**src/rtl/lfsr_step_ctrl.sv**
```systemverilog
// Sequencer for a Fibonacci LFSR: turns seed/step pulses or an auto tick into load/step strobes, checks lock-up, measures period.
// Pulse events act 3 edges after first sample; events during a step are held pending, so at most one step per 3 cycles.
module lfsr_step_ctrl #(
  parameter int WIDTH = 8,
  parameter int COUNT = 50000000
) (
  input  logic             clk,
  input  logic             reset,
  input  logic [WIDTH-1:0] seed,
  input  logic             seed_pulse,
  input  logic             lfsr_pulse,
  input  logic             auto_en,
  input  logic [WIDTH-1:0] lfsr_q,
  output logic             lfsr_load,
  output logic [WIDTH-1:0] lfsr_seed,
  output logic             lfsr_step,
  output logic             ready,
  output logic [WIDTH:0]   step_count,
  output logic [WIDTH:0]   period,
  output logic             period_done,
  output logic             error
);

  localparam int              PW        = (COUNT > 1) ? $clog2(COUNT) : 1;
  localparam logic [PW-1:0]   PRESC_MAX = PW'(COUNT - 1);
  localparam logic [WIDTH:0]  SC_LIMIT  = {1'b1, {WIDTH{1'b0}}};

  typedef enum logic [2:0] {
    S_EMPTY, S_LOAD, S_READY, S_STEP, S_CHECK, S_ERROR
  } state_e;

  state_e           state_q, state_d;
  logic             seed_s1_q, seed_s2_q, seed_s3_q;
  logic             step_s1_q, step_s2_q, step_s3_q;
  logic             seed_pend_q, seed_pend_d;
  logic             step_pend_q, step_pend_d;
  logic [PW-1:0]    presc_q, presc_d;
  logic [WIDTH-1:0] lfsr_seed_q, lfsr_seed_d;
  logic [WIDTH:0]   step_count_q, step_count_d;
  logic [WIDTH:0]   period_q, period_d;
  logic             error_q, error_d;
  logic             period_done_q, period_done_d;
  logic             load_q, step_q, ready_q;
  logic             seed_evt, step_evt, tick, seed_now, step_now;
  logic [WIDTH:0]   sc_inc;

  assign seed_evt = seed_s2_q & ~seed_s3_q;
  assign step_evt = step_s2_q & ~step_s3_q;
  assign tick     = auto_en && (presc_q == PRESC_MAX);
  assign seed_now = seed_pend_q | seed_evt;
  assign step_now = step_pend_q | step_evt | tick;
  assign sc_inc   = step_count_q + 1'b1;

  always_comb begin
    state_d       = state_q;
    seed_pend_d   = seed_now;
    step_pend_d   = step_now;
    presc_d       = (!auto_en || tick) ? '0 : presc_q + 1'b1;
    lfsr_seed_d   = lfsr_seed_q;
    step_count_d  = step_count_q;
    period_d      = period_q;
    error_d       = error_q;
    period_done_d = 1'b0;
    case (state_q)
      S_EMPTY, S_READY, S_ERROR: begin
        // Steps are only honoured in READY; a seed event always wins and drops any pending step.
        step_pend_d = 1'b0;
        if (seed_now) begin
          seed_pend_d = 1'b0;
          if (seed != '0) begin
            state_d      = S_LOAD;
            lfsr_seed_d  = seed;
            step_count_d = '0;
            error_d      = 1'b0;
          end else begin
            state_d = S_ERROR;
            error_d = 1'b1;
          end
        end else if (step_now && state_q == S_READY) begin
          state_d = S_STEP;
        end
      end
      S_LOAD:  state_d = S_READY;
      S_STEP:  state_d = S_CHECK;
      S_CHECK: begin
        if (lfsr_q == '0) begin
          error_d = 1'b1;
          state_d = S_ERROR;
        end else if (lfsr_q == lfsr_seed_q) begin
          period_d      = sc_inc;
          period_done_d = 1'b1;
          step_count_d  = '0;
          state_d       = S_READY;
        end else begin
          step_count_d = sc_inc;
          if (sc_inc == SC_LIMIT) begin
            error_d = 1'b1;
            state_d = S_ERROR;
          end else begin
            state_d = S_READY;
          end
        end
      end
      default: state_d = S_EMPTY;
    endcase
  end

  always_ff @(posedge clk or negedge reset) begin
    if (!reset) begin
      state_q       <= S_EMPTY;
      seed_s1_q     <= 1'b0;
      seed_s2_q     <= 1'b0;
      seed_s3_q     <= 1'b0;
      step_s1_q     <= 1'b0;
      step_s2_q     <= 1'b0;
      step_s3_q     <= 1'b0;
      seed_pend_q   <= 1'b0;
      step_pend_q   <= 1'b0;
      presc_q       <= '0;
      lfsr_seed_q   <= '0;
      step_count_q  <= '0;
      period_q      <= '0;
      error_q       <= 1'b0;
      period_done_q <= 1'b0;
      load_q        <= 1'b0;
      step_q        <= 1'b0;
      ready_q       <= 1'b0;
    end else begin
      state_q       <= state_d;
      seed_s1_q     <= seed_pulse;
      seed_s2_q     <= seed_s1_q;
      seed_s3_q     <= seed_s2_q;
      step_s1_q     <= lfsr_pulse;
      step_s2_q     <= step_s1_q;
      step_s3_q     <= step_s2_q;
      seed_pend_q   <= seed_pend_d;
      step_pend_q   <= step_pend_d;
      presc_q       <= presc_d;
      lfsr_seed_q   <= lfsr_seed_d;
      step_count_q  <= step_count_d;
      period_q      <= period_d;
      error_q       <= error_d;
      period_done_q <= period_done_d;
      load_q        <= (state_d == S_LOAD);
      step_q        <= (state_d == S_STEP);
      ready_q       <= (state_d == S_READY);
    end
  end

  assign lfsr_load   = load_q;
  assign lfsr_seed   = lfsr_seed_q;
  assign lfsr_step   = step_q;
  assign ready       = ready_q;
  assign step_count  = step_count_q;
  assign period      = period_q;
  assign period_done = period_done_q;
  assign error       = error_q;

endmodule

```
**config.mk**
```make
export PLATFORM = sky130hd
export DESIGN_NAME = lfsr_step_ctrl
export DESIGN_NICKNAME = d
export VERILOG_FILES = /design/src/rtl/lfsr_step_ctrl.sv
export SDC_FILE = /design/constraint.sdc
export NUM_CORES = 1
export LEC_CHECK = 0
export BUFFER_PORTS_ARGS = -buffer_cell sky130_fd_sc_hd__buf_2
export CORE_ASPECT_RATIO = 1.25
export CORE_MARGIN = 3
export CORE_UTILIZATION = 55
export CTS_CLUSTER_DIAMETER = 30
export DETAILED_ROUTE_END_ITERATION = 8
export GPL_TIMING_DRIVEN = 1
export PLACE_DENSITY = 0.77
export SKIP_CTS_REPAIR_TIMING = 1
export SLEW_MARGIN = 20
export SYNTH_ARGS = -nofsm -noshare
export SYNTH_HDL_FRONTEND = slang
export SYNTH_SLANG_ARGS = --single-unit
```
**constraint.sdc**
```tcl
create_clock -name clk -period 2 [get_ports clk]
set_input_delay 0 -clock clk [delete_from_list [all_inputs] [get_ports clk]]
set_output_delay 0 -clock clk [all_outputs]
set_load 0.01 [all_outputs]
```
==> summary.md <==
| Metric | Value |
|---|---|
| Status | `finished clean` |
| Worst skew pair latency | `0.35 ns` |
| Rows | `31` |
| Initial antenna violation count | `0` |
| Worst r2r dst | `presc_q[1]` |
| Reg clk slew, reported paths | `0.08 ns` |
| Post-route total power | `4.09 mW` |
| Floorplan die height | `94.6 um` |
| Pins Over Slew Limit | `0` |
| Setup TNS | `0 ns` |
| Hold-critical path depth | `2` |
| Area delta synth->final | `22.5%` |
| Crit Path Class | `flop to flop` |
| Number of CTS-inserted buffers | `9` |
| CP Max Fanout | `5` |
| Yosys warns | `0` |
| CTS tree | `done` |
| Share of power burned in registers | `41.5%` |
| Bufs on Longest Clock Path | `2` |
| Clk pwr share | `34.3%` |
| # nets final | `440` |
| CTS root buffer | `clkbuf_8` |
| Final period utilization | `97.5%` |
| Final WL | `7730 um` |
| Initial cell density of the core | `58.2%` |
| Routability-driven placement congestion ratio | `0.829` |
| Via count of the routed design | `2,815` |
| Synth cell types | `51` |
| CP max stage delay | `0.62 ns` |
| Die Area | `7280 sq um` |
| DP HPWL | `5250 um` |
| CP Data Required Time | `2.23 ns` |
| First-pass DRT Iterations | `4` |
| Combinational Power Share | `24.2%` |
| Clk sinks | `68` |
| Worst-margin pin slew | `0.667 ns` |
| CP endpoint kind | `flop` |
| Final instance area | `4230 sq um` |
| Register area share after synthesis | `49.2%` |
| Synthesized flop and latch total | `68` |
| FFs w/ async S/R, synth | `100%` |
| Sw frac | `31.2%` |
| CP max stage cell | `or4_4` |
| Ports | `52` |
| H-tree depth | `3` |
| Hold endpoint | `presc_q[4]` |
| GR Overflow Total | `0` |
| Worst vdd ir | `877 uV` |
| Main synth FF type | `dfrtp_1` |
| Leakage power total | `1.96 nW` |
| Finished Core Util | `71.3%` |
| Startpoint types | `flop` |
| Post-Synthesis Cells | `343` |
| Synthesized area | `3460 sq um` |
| Max Cap Viol | `0` |
| Placed Area | `3810 sq um` |
| Avg WL per Cell | `15.3 um` |
| Relative slew margins | `55.5%` |
| # diodes | `0` |
| Largest net degree at the start of global routing | `42` |
| Sw power | `1.27 mW` |
| First-pass GRT wire length | `12,800 um` |
| Core area | `5930 sq um` |
| Routed Antenna Nets | `0` |
| Syn_nets | `366` |
| R2r worst-path depth | `4` |
| Layout cells sized above 1 | `27.7%` |
| Crit path DAT | `2.18 ns` |
| Internal Power | `2.81 mW` |
| EDFF count, synth | `0` |
| Cell Pwr Density | `965 nW/um^2` |
| Drt initial violations | `151` |
| Min-Delay Path Class | `input pin to flop` |
| Setup Skew | `0.00953 ns` |
| Die width | `76.9 um` |
| Hold_sp | `auto_en` |
| Worst R2R Start | `presc_q[8]` |
| Max Clock Freq | `513 MHz` |
| Final setup viols | `0` |
| Most frequent cells in the layout | `68 x dfrtp_1, 52 x nand2_1, 51 x buf_2` |
| R2R setup slack | `0.05 ns` |
| Avg Cell Area, Syn | `10.1 sq um` |
| Top cells by area, synth | `dfrtp_1 49%, nand2_1 5.8%, xor2_1 5.6%, xnor2_1 4.6%, nor2_1 2.8%` |
| Top cell type's share of synthesized area | `49.2%` |
| Largest delay contributor family on the critical path | `simple AND/OR/NAND/NOR gates` |
| Final hold vios | `0` |
| Vias in the first global route | `2,776` |
| # port buffers | `51` |
| Fin crit period | `1.95 ns` |
| Vias/cell | `5.59` |
| Area leader, netlist | `dfrtp_1` |
| Commonest non-fill, non-tap cell in the layout | `dfrtp_1` |
| GRT Overall Usage | `22.2%` |
| RSZ-0062 raised after global routing | `yes` |
| Cell Chain, Critical Path | `nor4b_1 -> nand4_1 -> or4_4 -> and3_1` |
| Worst path buffer plus inverter count | `0` |
| Drt drc | `0` |
state kept, by name, indices dropped and copies added (netlist names), 3 cells and up:
name,flops
lfsr_seed,8
period,9
presc_q,26
state_q,3
step_count,9
power groups by stage:
stage | Combinational, mW | Sequential (mW) | Clock (mW)
CTS | 0.961 | 1.69 | 1.42
global placement | 0.926 | 1.71 | 0
detailed placement | 0.952 | 1.71 | 0
global route | 1.11 | 1.72 | 1.50
finish | 0.990 | 1.69 | 1.40
floorplan | 0.607 | 1.73 | 0
synthesized netlist by cell type (all sizes together) (3+ instances only):
master,number
dfrtp,68
nand2,54
nor2,37
xor2,22
nand3,18
xnor2,18
o21ai,14
a31oi,11
buf,10
nor4,10
inv,9
nand4,9
nor3,8
a21oi,7
and3,4
or3,4
a22o,3
and2,3
and4,3
or4,3
through the flow:
stage,hold slack (ns),cells,setup slack (ns)
4_1_cts,-0.312,489,0.0120
3_3_place_gp,0.0611,473,0.108
5_1_grt,0.0541,504,-0.0189
3_5_place_dp,0.0632,473,0.0337
2_1_floorplan,-0.296,343,0.204
6_report,0.0629,504,0.0497
cells by family after synthesis:
| family | after synthesis | share of synthesized area [%] |
|---|---|---|
| muxes | 3 | 0.941 |
| AOI/OAI and AO/OA | 48 | 9.41 |
| and+or+nand+nor | 162 | 26.3 |
| buffers and inverters | 20 | 3.26 |
| DFF | 68 | 49.2 |
| adders and majority gates | 2 | 0.724 |
| xor gates and xnor gates | 40 | 10.1 |
how the worst max path moves through the flow:
stage	start	end	slack [ns]	cells past startpoint
floorplan	presc_q[0]	presc_q[5]	0.20	7
global placement	presc_q[0]	presc_q[20]	0.11	6
detailed placement	presc_q[0]	presc_q[17]	0.03	6
CTS	presc_q[0]	presc_q[21]	0.01	6
global route	presc_q[8]	presc_q[1]	-0.02	4
finish	presc_q[8]	presc_q[1]	0.05	4
per-layer routing:
metal  vias to the layer above  share of wire [%]  GRT usage [%]
met4                         0                1.7           8.61
li1                       1355                  -              -
met5                         -                  0              0
met3                        14                4.3           6.58
met2                        74                 53           37.6
met1                      1372                 41           26.8
final cells by class:
cell class	count	area, sq um
Clock buffer	10	138
Clock inverter	6	111
Fill cell	448	1700
Inverter	9	33.8
Multi-Input combinational cell	256	1690
Sequential cell	68	1700
Tap cell	82	103
Timing Repair Buffer	73	460
(Power assumes the default switching activity.)
